`src/rtl/img_bram_sequencer.sv`:
```
// Frame phase sequencer and arbiter for the shared single-port image BRAM.
// The current phase owner and the debug port share the BRAM round-robin; stalled phases time out to ERR.
module img_bram_sequencer #(
    parameter int ADDR_W  = 14,
    parameter int DATA_W  = 8,
    parameter int TIMEOUT = 2_000_000
) (
    input  logic              clk,
    input  logic              reset,
    input  logic              start,
    input  logic              rx_done,
    input  logic              proc_done,
    input  logic              tx_done,
    input  logic              rx_req,
    input  logic              proc_req,
    input  logic              tx_req,
    input  logic              dbg_req,
    input  logic              proc_we,
    input  logic              dbg_we,
    input  logic [ADDR_W-1:0] rx_addr,
    input  logic [ADDR_W-1:0] proc_addr,
    input  logic [ADDR_W-1:0] tx_addr,
    input  logic [ADDR_W-1:0] dbg_addr,
    input  logic [DATA_W-1:0] rx_wdata,
    input  logic [DATA_W-1:0] proc_wdata,
    input  logic [DATA_W-1:0] dbg_wdata,
    output logic              rx_gnt,
    output logic              proc_gnt,
    output logic              tx_gnt,
    output logic              dbg_gnt,
    output logic              rd_valid,
    output logic [1:0]        rd_src,
    output logic [DATA_W-1:0] rd_data,
    output logic              bram_ena,
    output logic              bram_wea,
    output logic [ADDR_W-1:0] bram_addr,
    output logic [DATA_W-1:0] bram_din,
    input  logic [DATA_W-1:0] bram_dout,
    output logic [2:0]        phase,
    output logic              proc_start,
    output logic              tx_start,
    output logic              done,
    output logic              err
);

    typedef enum logic [2:0] {
        IDLE = 3'd0,
        LOAD = 3'd1,
        PROC = 3'd2,
        DUMP = 3'd3,
        DONE = 3'd4,
        ERR  = 3'd5
    } phase_t;

    typedef enum logic [1:0] {
        SRC_RX   = 2'd0,
        SRC_PROC = 2'd1,
        SRC_TX   = 2'd2,
        SRC_DBG  = 2'd3
    } src_t;

    localparam int CNT_W = (TIMEOUT > 1) ? $clog2(TIMEOUT + 1) : 1;

    phase_t state;
    phase_t state_next;

    logic              owner_req;
    logic              owner_we;
    logic [ADDR_W-1:0] owner_addr;
    logic [DATA_W-1:0] owner_din;
    src_t              owner_src;

    logic owner_win;
    logic dbg_win;
    logic last_dbg;
    logic read_gnt;

    logic             active;
    logic [CNT_W-1:0] idle_cnt;
    logic [CNT_W-1:0] idle_inc;
    logic             timed_out;

    src_t rd_src_q;

    // Select the request presented by whichever client owns the current phase.
    always_comb begin
        owner_req  = 1'b0;
        owner_we   = 1'b0;
        owner_addr = '0;
        owner_din  = '0;
        owner_src  = SRC_RX;
        case (state)
            LOAD: begin
                owner_req  = rx_req;
                owner_we   = 1'b1;
                owner_addr = rx_addr;
                owner_din  = rx_wdata;
                owner_src  = SRC_RX;
            end
            PROC: begin
                owner_req  = proc_req;
                owner_we   = proc_we;
                owner_addr = proc_addr;
                owner_din  = proc_wdata;
                owner_src  = SRC_PROC;
            end
            DUMP: begin
                owner_req  = tx_req;
                owner_we   = 1'b0;
                owner_addr = tx_addr;
                owner_din  = '0;
                owner_src  = SRC_TX;
            end
            default: ;
        endcase
    end

    // Two-way round robin; last_dbg records who won the previous grant.
    always_comb begin
        owner_win = 1'b0;
        dbg_win   = 1'b0;
        if (!reset) begin
            if (owner_req && dbg_req) begin
                owner_win = last_dbg;
                dbg_win   = !last_dbg;
            end else begin
                owner_win = owner_req;
                dbg_win   = dbg_req;
            end
        end
    end

    assign rx_gnt   = owner_win && (state == LOAD);
    assign proc_gnt = owner_win && (state == PROC);
    assign tx_gnt   = owner_win && (state == DUMP);
    assign dbg_gnt  = dbg_win;

    assign bram_ena  = owner_win || dbg_win;
    assign bram_wea  = owner_win ? owner_we : (dbg_win && dbg_we);
    assign bram_addr = dbg_win ? dbg_addr : owner_addr;
    assign bram_din  = dbg_win ? dbg_wdata : owner_din;
    assign read_gnt  = bram_ena && !bram_wea;

    assign rd_data = bram_dout;
    assign rd_src  = rd_src_q;

    // Stall detection: only owner grants count as progress.
    always_comb begin
        active    = (state == LOAD) || (state == PROC) || (state == DUMP);
        idle_inc  = (idle_cnt == '1) ? idle_cnt : idle_cnt + CNT_W'(1);
        timed_out = (TIMEOUT != 0) && active && !owner_win
                    && (idle_inc == CNT_W'(TIMEOUT));
    end

    // Completion pulses win over a coincident timeout.
    always_comb begin
        state_next = state;
        case (state)
            IDLE, DONE, ERR: if (start) state_next = LOAD;
            LOAD: begin
                if (rx_done)        state_next = PROC;
                else if (timed_out) state_next = ERR;
            end
            PROC: begin
                if (proc_done)      state_next = DUMP;
                else if (timed_out) state_next = ERR;
            end
            DUMP: begin
                if (tx_done)        state_next = DONE;
                else if (timed_out) state_next = ERR;
            end
            default: state_next = IDLE;
        endcase
    end

    always_ff @(posedge clk) begin
        if (reset) begin
            state <= IDLE;
        end else begin
            state <= state_next;
        end
    end

    always_ff @(posedge clk) begin
        if (reset) begin
            last_dbg   <= 1'b1;
            idle_cnt   <= '0;
            rd_valid   <= 1'b0;
            rd_src_q   <= SRC_RX;
            proc_start <= 1'b0;
            tx_start   <= 1'b0;
        end else begin
            if (owner_win || dbg_win) begin
                last_dbg <= dbg_win;
            end
            if (!active || (state_next != state) || owner_win) begin
                idle_cnt <= '0;
            end else begin
                idle_cnt <= idle_inc;
            end
            rd_valid <= read_gnt;
            if (read_gnt) begin
                rd_src_q <= dbg_win ? SRC_DBG : owner_src;
            end
            proc_start <= (state == LOAD) && (state_next == PROC);
            tx_start   <= (state == PROC) && (state_next == DUMP);
        end
    end

    assign phase = state;
    assign done  = (state == DONE);
    assign err   = (state == ERR);

    gnt_onehot: assert property (@(posedge clk) disable iff (reset)
        $onehot0({rx_gnt, proc_gnt, tx_gnt, dbg_gnt}));

endmodule

```
`config.mk`:
```
export PLATFORM = sky130hd
export DESIGN_NAME = img_bram_sequencer
export DESIGN_NICKNAME = d
export VERILOG_FILES = /design/src/rtl/img_bram_sequencer.sv
export SDC_FILE = /design/constraint.sdc
export NUM_CORES = 1
export LEC_CHECK = 0
export CAP_MARGIN = 10
export CORE_ASPECT_RATIO = 0.7
export CORE_MARGIN = 2
export CORE_UTILIZATION = 31
export CTS_CLUSTER_DIAMETER = 50
export CTS_CLUSTER_SIZE = 40
export DETAILED_ROUTE_END_ITERATION = 8
export PLACE_DENSITY = 0.64
export SLEW_MARGIN = 20
export SYNTH_ARGS = -nofsm -noshare
export SYNTH_HDL_FRONTEND = slang
export SYNTH_SLANG_ARGS = --single-unit
```
`constraint.sdc`:
```
create_clock -name clk -period 9.1 [get_ports clk]
set_input_delay 2.73 -clock clk [delete_from_list [all_inputs] [get_ports clk]]
set_output_delay 2.73 -clock clk [all_outputs]
set_load 0.03 [all_outputs]
```
==> results.cfg, run 1 <==
[status]
status = complete, no violations

[setup_path]
crit_top_cell = clkdlybuf4s50_1
path_max_fanout = 47
crit_arrival_ns = 5.41
end_kind = output pin
cp.required_ns = 6.37
reg2reg_depth = 8
start_kind = input port
r2r_end = idle_cnt[18]$_SDFF_PP0_
path_class = in -> out
max_stage_delay_ns = 0.73
cpMaxStageDelayCell = clkdlybuf4s50_1
rrSetupSlack_ns = 5.48
r2r_start = idle_cnt[0]$_SDFF_PP0_
cp_cell_sequence = clkdlybuf4s50_1 -> mux2_1 -> a22o_1 -> a311oi_4 -> buf_4 -> o2bb2ai_1 -> clkdlybuf4s50_1

[placed_design]
place_inst = 538
place_hpwl_mm = 6.992
pre_cts_slack_ns = 0.9482
io_buffers = 129
placed_area_sq_mm = 0.003901
gp_congestion = 0.8674

[grt]
grt_max_degree = 48
grt.total_usage = 0.1853
grt_busiest_layer = met2
gr-usage-met1 = 0.2549
grt-ovfl-total = 0
grt_pass1_vias = 2609
antenna_found_initial = 0
grtUsageMet3 = 0.03657
grt_pass1_wl_mm = 13.38
use_met2 = 0.2952

[yosys]
synthArstFlopShare = 0
ys_ff_latch = 30
synth_nets = 440
ys_seq_area_frac = 0.2282
yosys_warnings = 0
yosysUniqueCellTypes = 61
synth.cell_area_sq_mm = 0.002631
syn_avg_cell_area_sq_um = 7.762
synth-edff-count = 0
synth_flop_cell = dfxtp_1
syn_inst = 339

[job]
drv_cap = 0

[floorplanning]
core_sq_mm = 0.008338
die_area_sq_mm = 0.009252
die_x_um = 114.1
initial_utilization = 0.3156
die_height_um = 81.08
num_io_pins = 146
num_rows = 28

[clock_tree]
post-cts-setup-buffer-count = 0
clock_path_buffers = 2
clk_pin_slew_ns = 0.05
cts_tree = done
ctsHoldBuffers = 0
clock-sinks = 30
cts_resized = 0
cts_root_buffer = clkbuf_16
clk_latency_ns = 0.28
htree_levels = 2
cts_buffers = 5

[hold_path]
hold_start = rd_src[0]$_SDFFE_PP0P_
hold_depth = 2
holdCritPathClass = reg -> reg
min_to = rd_src[0]$_SDFFE_PP0P_

[layout]
final_cell_mix = clkdlybuf4s50_1, nand2_1, dfxtp_1, a22oi_1, nor3_1
layout-drive-gt1-share = 0.09977
syn2layout_area_growth_pct = 53.88
fin_area_sq_mm = 0.004049
layout.cells.non_filler = 546
final.fill_count = 814
layout_commonest_cell = clkdlybuf4s50_1
fin_nets = 541
diodes = 0

[sta]
fin_worst_skew_ns = 0.004745
max_slew_margin = 0.4132
whs_ns = 0.4957
rsz0062_at_grt = no
layout_setup_ws_ns = 0.9560
finalSetupTns_ns = 0
drv_slew = 0
tightestPinTransition_ns = 0.8803
max_freq_ghz = 0.1228
min_period_ns = 8.144
hold_viol_final = 0
post-route-period-util = 0.8949
setup_viol = 0

[route]
drcViolationCount = 0
drt_iter0_drc = 235
drt-total-wl_mm = 9.183
routed-via-count = 2900
drtAntennaViolNets = 0
avgRoutedWirePerCell_um = 16.82
vias_per_cell = 5.311
firstDrtPassIters = 4

[power_and_ir_drop]
p_per_area_mw_per_mm2 = 135.0
p_leak_nw = 1.307
peakVddDrop_mv = 0.06989
[sequential cells by signal, indices dropped and copies added, names as in the netlist]
register and flops:
rd_valid 1, idle_cnt 21, rd_src 2, last_dbg 1, phase 3, proc_start 1, tx_start 1
[worst max-delay path, delay by kind of cell]
kind	cells	cell delay, ns
compound gates	3	0.81
buf+inv	3	1.55
mux	1	0.31
[cells by family after synthesis]
| group | synth area share |
|---|---|
| and+or+nand+nor | 0.2720 |
| AOI/OAI and AO/OA | 0.2663 |
| buffers and inverters | 0.09225 |
| DFF | 0.2282 |
| muxes | 0.08321 |
| xor gates and xnor gates | 0.05326 |
| adders and majority gates | 0.004754 |
[metal layers]
| layer | wire length, um | part of all wire |
|---|---|---|
| met4 | 121 | 0.013 |
| met1 | 4235 | 0.46 |
| met2 | 4391 | 0.48 |
| met5 | 0 | 0 |
| met3 | 433 | 0.047 |
[layout make-up]
class	instances	area (sq um)	area share
Timing Repair Buffer	134	1329	0.3282
Inverter	8	30.03	0.007417
Sequential cell	30	600.6	0.1483
Clock inverter	1	5.005	0.001236
Clock buffer	7	142.6	0.03523
Tap cell	105	131.4	0.03245
Multi-Input combinational cell	261	1810	0.4472
[per-stage QoR]
step | utilization | power (W)
3_3_place_gp | 0.4679 | 0.0003828
6_report | 0.4856 | 0.0005466
4_1_cts | 0.4856 | 0.0005504
3_5_place_dp | 0.4679 | 0.0003842
2_1_floorplan | - | 0.0002865
5_1_grt | 0.4856 | 0.0005725
[where the power goes]
group | switching (W) | internal, W
clock | 0.0000571 | 0.000108
sequential | 0.00000840 | 0.000137
combinational | 0.000125 | 0.000111
[cells in the mapped netlist (3+ instances only)]
cell / number / area, sq um
a21oi_1: 9 / 45.04
buf_2: 5 / 25.02
and2_1: 3 / 18.77
nand3_1: 12 / 60.06
nand2_1: 36 / 135.1
nor3_1: 17 / 85.08
inv_1: 8 / 30.03
dfxtp_1: 30 / 600.6
nand3b_1: 3 / 22.52
mux2i_1: 5 / 50.05
a22oi_1: 22 / 165.2
buf_4: 11 / 82.58
nor2_1: 12 / 45.04
nor4_1: 3 / 18.77
a211oi_1: 10 / 75.07
xnor2_1: 10 / 87.58
nand4_1: 9 / 56.30
o31ai_1: 17 / 127.6
xor2_1: 6 / 52.55
and4_1: 3 / 26.28
o21ai_0: 14 / 70.07
nor3b_1: 5 / 37.54
clkbuf_1: 20 / 75.07
nor2b_1: 4 / 25.02
or3_1: 3 / 18.77
a31oi_1: 5 / 31.28
mux2_2: 14 / 157.7
[how the worst max path moves through the flow]
stage                      start       endpoint  cells past startpoint
after floorplan           tx_req  bram_addr[10]                      7
after global placement    tx_req    bram_din[3]                      8
after detailed placement  tx_req       bram_wea                      7
after CTS                 tx_req       bram_wea                      7
after global routing      tx_req    bram_din[4]                      8
final                     tx_req       bram_wea                      7
(Power assumes the default switching activity.)
==> run 2: changes to the inputs <==
==> constraint.sdc (replaced) <==
create_clock -name clk -period 10.3 [get_ports clk]
set_input_delay 3.09 -clock clk [delete_from_list [all_inputs] [get_ports clk]]
set_output_delay 3.09 -clock clk [all_outputs]
set_load 0.03 [all_outputs]
==> run 2 against run 1 <==
  * Critical path depth increased by 1
  * Worst hold slack about the same
  * Clock skew decreased by 0.00099 ns
  * First-iteration DRC count decreased by 15%
  * Critical path type unchanged
  * Largest cell class unchanged
==> results.cfg, run 2 (synthesized netlist as in run 1, its figures left out) <==
[clock_tree]
cts_resized = 0
clk_pin_slew_ns = 0.05
clock-sinks = 30
clock_path_buffers = 2
cts_buffers = 5
ctsHoldBuffers = 0
post-cts-setup-buffer-count = 0
cts_tree = done
clk_latency_ns = 0.27
htree_levels = 2
cts_root_buffer = clkbuf_16

[layout]
multiInputGateArea_sq_mm = 0.001810
largest_register_ffs = 21
fin_nets = 541
layout_commonest_cell = clkdlybuf4s50_1
largest_register = idle_cnt
final_cell_mix = clkdlybuf4s50_1, nand2_1, dfxtp_1, a22oi_1, nor3_1
final.fill_count = 803
layout.cells.non_filler = 546
syn2layout_area_growth_pct = 53.88
diodes = 0
ff_latch_area_sq_um = 600.6
layout-drive-gt1-share = 0.09977

[route]
drtAntennaViolNets = 0
drt_iter0_drc = 199
routed-via-count = 2911
firstDrtPassIters = 5
drcViolationCount = 0
vias_per_cell = 5.332
avgRoutedWirePerCell_um = 16.68
drt-total-wl_mm = 9.108

[floorplanning]
num_io_pins = 146
num_rows = 28
initial_utilization = 0.3156
die_area_sq_mm = 0.009252
die_height_um = 81.08
die_x_um = 114.1
core_sq_mm = 0.008338

[grt]
grt_max_degree = 27
grt.total_usage = 0.1849
grt-ovfl-total = 0
antenna_found_initial = 0
grt_pass1_wl_mm = 13.71
grt_pass1_vias = 2737

[sta]
min_period_ns = 9.251
hold_viol_final = 0
max_freq_ghz = 0.1081
rsz0062_at_grt = no
max_slew_margin = 0.4013
tightestPinTransition_ns = 0.8980
finalSetupTns_ns = 0
drv_slew = 0
setup_viol = 0
fin_worst_skew_ns = 0.003758
post-route-period-util = 0.8982

[placed_design]
place_hpwl_mm = 7.105
gp_congestion = 0.9021
place_inst = 538
io_buffers = 129

[setup_path]
start_kind = input port
end_kind = output pin
crit_arrival_ns = 6.16
path_class = in -> out
cp.required_ns = 7.21
path_max_fanout = 25

[power_and_ir_drop]
peakVddDrop_mv = 0.08355
p_per_area_mw_per_mm2 = 118.6
p_leak_nw = 1.307

[job]
drv_cap = 0

[status]
status = complete, no violations

[hold_path]
holdCritPathClass = reg -> reg
## run 2: cell counts in the layout (fill, tap and decap cells not counted)
Identical to the previous run, type by type.
## run 2: through the flow
stage               hold WS (ns)  cell area [sq um]  setup WS (ns)  power [W]  utilization
finish                    0.4957               4049          1.049  0.0004800       0.4856
global route              0.5379               4049         0.8711  0.0005034       0.4856
CTS                       0.4984               4049          1.066  0.0004835       0.4856
detailed placement        0.4877               3901          1.058  0.0003390       0.4679
global placement          0.4781               3901          1.089  0.0003375       0.4679
floorplan                 0.5442               2631          2.141  0.0002531            -
## run 2: layer usage
layer | global-route usage | vias up | part of all wire
li1 | - | 1471 | -
met1 | 0.2573 | 1343 | 0.45
met2 | 0.2970 | 90 | 0.49
met3 | 0.04478 | 7 | 0.049
met4 | 0.02683 | 0 | 0.0068
met5 | 0 | - | 0
## run 2: cell type report
| class | instances | area share |
|---|---|---|
| Sequential cell | 30 | 0.1483 |
| Multi-Input combinational cell | 261 | 0.4472 |
| Tap cell | 105 | 0.03245 |
| Inverter | 8 | 0.007417 |
| Clock buffer | 7 | 0.03523 |
| Timing Repair Buffer | 134 | 0.3282 |
| Clock inverter | 1 | 0.001236 |
## run 2: worst paths after layout
check                                            start                endpoint  slack (ns)  depth (start not counted)
worst max-delay path                            tx_req           bram_addr[10]        1.05                          8
worst min-delay path            rd_src[0]$_SDFFE_PP0P_  rd_src[0]$_SDFFE_PP0P_        0.50                          2
worst max register to register  idle_cnt[0]$_SDFF_PP0_  idle_cnt[0]$_SDFF_PP0_        6.60                          8
worst min register to register  rd_src[0]$_SDFFE_PP0P_  rd_src[0]$_SDFFE_PP0P_        0.50                          2
## run 2: worst max-delay path, stage by stage
cell and delay, ns:
clkdlybuf4s50_1 0.39, mux2_1 0.31, a22o_1 0.30, a311oi_4 0.80
buf_4 0.39, nand2_1 0.09, o31ai_1 0.07, clkdlybuf4s50_1 0.72
## run 2: power breakdown
part | switching [W] | leakage, nW | internal [W] | total, W
Sequential | 0.00000565 | 0.243 | 0.000121 | 0.000126
Combinational | 0.000112 | 0.990 | 0.0000982 | 0.000210
Clock | 0.0000477 | 0.0739 | 0.0000955 | 0.000143
